## src/rtl/regfile_alu_sequencer.sv

```systemverilog
// Command sequencer for the register-file/ALU datapath: runs LOAD, EXEC and READ bursts
// with auto-incrementing register pointers and a stored carry for multi-word arithmetic.
module regfile_alu_sequencer #(
  parameter logic [2:0] FUNC_PASS = 3'd0
) (
  input  logic        clock,
  input  logic        reset,
  input  logic        cmdValid,
  output logic        cmdReady,
  input  logic [21:0] cmdWord,
  input  logic        inValid,
  output logic        inReady,
  output logic        outValid,
  input  logic        outReady,
  input  logic        crOut,
  output logic [2:0]  func,
  output logic        crIn,
  output logic [3:0]  leftAddr,
  output logic [3:0]  rightAddr,
  output logic [3:0]  destAddr,
  output logic        writeEn,
  output logic        selInput,
  output logic        carryFlag,
  output logic        busy,
  output logic        cmdErr,
  output logic [1:0]  stateDbg
);

  // Handshakes: a transfer happens on any cycle where valid and ready are both high at
  // the rising edge; valid never waits on ready (cmd, dataIn and dataOut alike).
  typedef enum logic [1:0] {IDLE = 2'd0, LOAD = 2'd1, EXEC = 2'd2, READ = 2'd3} state_t;

  state_t      state, nextState;
  logic [2:0]  funcReg;
  logic        useCarry;
  logic [3:0]  stepCnt;
  logic [3:0]  destPtr, leftPtr, rightPtr;
  logic        carryReg;
  logic        firstStep;
  logic        cmdErrReg;
  logic        stepDone;
  logic        accept;
  logic [1:0]  op;

  assign op        = cmdWord[21:20];
  assign accept    = cmdValid & cmdReady;
  assign destAddr  = destPtr;
  assign leftAddr  = leftPtr;
  assign rightAddr = rightPtr;
  assign carryFlag = carryReg;
  assign cmdErr    = cmdErrReg;
  assign busy      = (state != IDLE);
  assign stateDbg  = state;

  always_comb begin
    nextState = state;
    cmdReady  = 1'b0;
    inReady   = 1'b0;
    outValid  = 1'b0;
    writeEn   = 1'b0;
    selInput  = 1'b0;
    crIn      = 1'b0;
    func      = funcReg;
    stepDone  = 1'b0;
    case (state)
      IDLE: begin
        cmdReady = 1'b1;
        if (cmdValid) begin
          case (op)
            2'b00:   nextState = LOAD;
            2'b01:   nextState = EXEC;
            2'b10:   nextState = READ;
            default: nextState = IDLE;
          endcase
        end
      end
      LOAD: begin
        selInput = 1'b1;
        func     = FUNC_PASS;
        inReady  = 1'b1;
        writeEn  = inValid;
        stepDone = inValid;
      end
      EXEC: begin
        writeEn  = 1'b1;
        stepDone = 1'b1;
        // The first step of a chain starts from zero carry unless the command chains on.
        crIn     = (firstStep && !useCarry) ? 1'b0 : carryReg;
      end
      READ: begin
        outValid = 1'b1;
        stepDone = outReady;
      end
      default: nextState = IDLE;
    endcase
    if (stepDone && (stepCnt == 4'd0)) nextState = IDLE;
  end

  always_ff @(posedge clock or posedge reset) begin
    if (reset) begin
      state     <= IDLE;
      funcReg   <= 3'd0;
      useCarry  <= 1'b0;
      stepCnt   <= 4'd0;
      destPtr   <= 4'd0;
      leftPtr   <= 4'd0;
      rightPtr  <= 4'd0;
      carryReg  <= 1'b0;
      firstStep <= 1'b0;
      cmdErrReg <= 1'b0;
    end else begin
      state     <= nextState;
      cmdErrReg <= accept && (op == 2'b11);
      if (accept && (op != 2'b11)) begin
        funcReg   <= cmdWord[19:17];
        useCarry  <= cmdWord[16];
        stepCnt   <= cmdWord[15:12];
        destPtr   <= cmdWord[11:8];
        leftPtr   <= cmdWord[7:4];
        rightPtr  <= cmdWord[3:0];
        firstStep <= 1'b1;
      end else if (stepDone) begin
        if (stepCnt != 4'd0) stepCnt <= stepCnt - 4'd1;
        firstStep <= 1'b0;
        case (state)
          LOAD: destPtr <= destPtr + 4'd1;
          EXEC: begin
            destPtr  <= destPtr + 4'd1;
            leftPtr  <= leftPtr + 4'd1;
            rightPtr <= rightPtr + 4'd1;
            carryReg <= crOut;
          end
          READ: leftPtr <= leftPtr + 4'd1;
          default: ;
        endcase
      end
    end
  end

endmodule
```

## config.mk

```make
export PLATFORM = sky130hd
export DESIGN_NAME = regfile_alu_sequencer
export DESIGN_NICKNAME = d
export VERILOG_FILES = /design/src/rtl/regfile_alu_sequencer.sv
export SDC_FILE = /design/constraint.sdc
export NUM_CORES = 1
export LEC_CHECK = 0
export CAP_MARGIN = 10
export CORE_UTILIZATION = 48
export DETAILED_ROUTE_END_ITERATION = 7
export GPL_ROUTABILITY_DRIVEN = 0
export PLACE_DENSITY = 0.91
export SLEW_MARGIN = 0
export SYNTH_ARGS = -nofsm -noshare
export SYNTH_HDL_FRONTEND = slang
export SYNTH_SLANG_ARGS = --single-unit
```

## constraint.sdc

```tcl
create_clock -name clock -period 3.4 [get_ports clock]
set_clock_uncertainty 0.15 [all_clocks]
set_input_delay 1.02 -clock clock [delete_from_list [all_inputs] [get_ports clock]]
set_output_delay 1.02 -clock clock [all_outputs]
set_load 0.01 [all_outputs]
```

==> metrics <==
run status=finished, violations left; failing checks=DRC; RSZ-0062 raised after global routing=false; CP delay by family, top=buffers and inverters; Worst VDD drop=457 uV; power per standard cell area=860 nW/um^2; Fin. Hold Viols=0; final clock period utilization by the worst path=0.946; Max-Cap Viols=0; gr usage total=0.232; Port Buffers=53; placed cell areas=2050 sq um; Avg WL per Cell=14.5 um; Seq/Total Area, Yosys=0.419; vias in the first global route=1404; Synthesis Warnings=0; area delta synth->final=39.4%; fraction of layout cells with a size suffix above 1=0.0413; Routed Wire Length=3600 um; Worst slew margin=0.347; Worst path max stage delay=550 ps; ordered cell list for the critical path=inv_1 -> ha_1 -> nand2_1 -> a21oi_1 -> clkdlybuf4s50_1; worst skew pair latency=310 ps; crit path max fanout=8; Cell variety after synth=33; Tmin final=3220 ps; Worst Hold Class=flip-flop to flip-flop; first-pass GRT wire length=6070 um; Core ar.=2850 sq um; post-route cell area=2080 sq um; htree depth=1; DRT Pass-1 Iters=8; vias=1428; Antenna diodes=0; Top FF cell, synth=dfrtp_1; Max Slew Vio Count=0; LEAKAGE=0.906 nW; Die X=57.7 um; clock buffer count from CTS=3; Root Driver=clkbuf_4; average size of a mapped cell=9.09 sq um; Initial Utilization=0.523; largest net degree at the start of global routing=26; grt ovf=0; top area cells in the synthesized netlist=dfrtp_1, ha_1, a31oi_1; initial antenna violation count=0; WP buf/inv=2; Die Span Y=57.7 um; Synthesized Nets=205; WS Path Type=flip-flop to output pin; synthesized area=1490 sq um; CP max stage cell=clkdlybuf4s50_1; vias per inst=5.73; Synth Instances=164; Post-CTS Hold Buffers=0; I/O pins=54; worst slew pin tran=978 ps; area of the multi-input gates=785 sq um; setup tns final=0 ps; Final Setup Violations=0; Worst Path Arrival=2050 ps; num rows=19; Post-synth ARST share=1.00; Clk pin slew, worst setup/hold paths=140 ps; dpl hpwl=2750 um; deepest clock path buffer count=2; Synth area leader=dfrtp_1; DIE AREA=3330 sq um; Req. time, crit path=2230 ps; drt initial violations=59; Fmax=0.311 GHz; Final nets=260; Worst setup EP type=output pin; Routed Antenna Nets=0; element type at the critical path start=flip-flop; Core Util, Final=0.729; post-route DRC violation count=5; TritonCTS clock tree=done; register area=626 sq um; number of synthesized flops with an enable pin=0; Synth top area share=0.419; Fill cells=224; Inst Count DP=245; clock sinks=25; Seq cells post-synth=25; Finished Layout Cells=249
[layout by cell type, fill, tap and decap left out, types with 5 or more instances in the layout]
master	instances
a31oi_1	12
clkdlybuf4s50_1	52
dfrtp_1	25
ha_1	13
inv_1	12
nand2_1	18
nor2_1	14
nor2b_1	5
o21ai_0	12
o31ai_1	6
or4_1	7
[final timing paths]
path | startpoint | end | slack (ps) | cells after the start
max | stateDbg[0]$_DFFE_PP0P_ | crIn | 180 | 5
min | funcReg[1]$_DFFE_PP0P_ | funcReg[1]$_DFFE_PP0P_ | 330 | 2
max reg2reg | stateDbg[0]$_DFFE_PP0P_ | stepCnt[3]$_DFFE_PP0P_ | 1250 | 5
min reg2reg | funcReg[1]$_DFFE_PP0P_ | funcReg[1]$_DFFE_PP0P_ | 330 | 2
max in group asynchronous | reset | rightAddr[3]$_DFFE_PP0P_ | 1950 | 3
min in group asynchronous | reset | rightAddr[0]$_DFFE_PP0P_ | 890 | 3
[Yosys cell counts, types with 4 or more instances]
master	n
a21oi_1	4
a31oi_1	12
dfrtp_1	25
ha_1	13
inv_1	12
nand2_1	18
nand3_1	4
nor2_1	14
nor2b_1	5
o21ai_0	12
o31ai_1	6
or3_1	4
or4_1	7
[metrics by stage]
stage / setup WS (ps) / hold slack [ps] / power (mW)
floorplan: 970 / 288 / 1.19
global placement: -59.2 / 300 / 1.61
detailed placement: -64.6 / 304 / 1.67
CTS: 188 / 336 / 1.80
global route: 48.7 / 349 / 1.94
finish: 184 / 334 / 1.79
[power breakdown]
part           switching (mW)  internal (mW)  total [mW]  leakage, nW
registers               0.125          0.444       0.570        0.297
clock network          0.0848         0.0458       0.131       0.0150
logic                   0.535          0.553        1.09        0.594
[cell families (layout without fill, tap and decap cells)]
kind of cell             Yosys count  in the layout  share of synthesized area
AND/OR/NAND/NOR                   63             63                      0.219
AO/OA/AOI/OAI                     41             41                      0.180
flip-flops                        25             25                      0.419
buffers and inverters             19             73                     0.0545
adder cells (fa/ha/maj)           13             13                      0.109
XOR/XNOR                           2              2                     0.0117
multiplexers                       1              1                    0.00671
[worst min-delay path, stage by stage, from the launching register on]
cell and delay (ps):
dfrtp_1 360, nand2_1 50, nand2_1 50
[sequential cells by signal (all words and copies together), names as in the netlist]
register,cells
destAddr,4
leftAddr,4
rightAddr,4
stepCnt,4
funcReg,3
stateDbg,2
carryFlag,1
cmdErr,1
firstStep,1
useCarry,1
[final cells by class]
type | count | share of cell area
multi-input combinational | 120 | 0.377
sequential | 25 | 0.301
timing repair buffer | 57 | 0.269
inverter | 12 | 0.0217
tap | 31 | 0.0187
clock buffer | 4 | 0.0126
[routing by layer]
metal | share of wire | vias up | GRT usage
li1 | - | 690 | -
met5 | 0 | - | 0
met1 | 0.43 | 672 | 0.281
met4 | 0.023 | 0 | 0.0952
met3 | 0.063 | 8 | 0.0424
met2 | 0.49 | 58 | 0.409
[timing repair]
| item | CTS | global route |
|---|---|---|
| setup buffers | 0 | 0 |
| endpoints found under the setup margin | 1 | 0 |
| gates resized for setup | 1 | 0 |
Power figures use the tool's default switching activity.
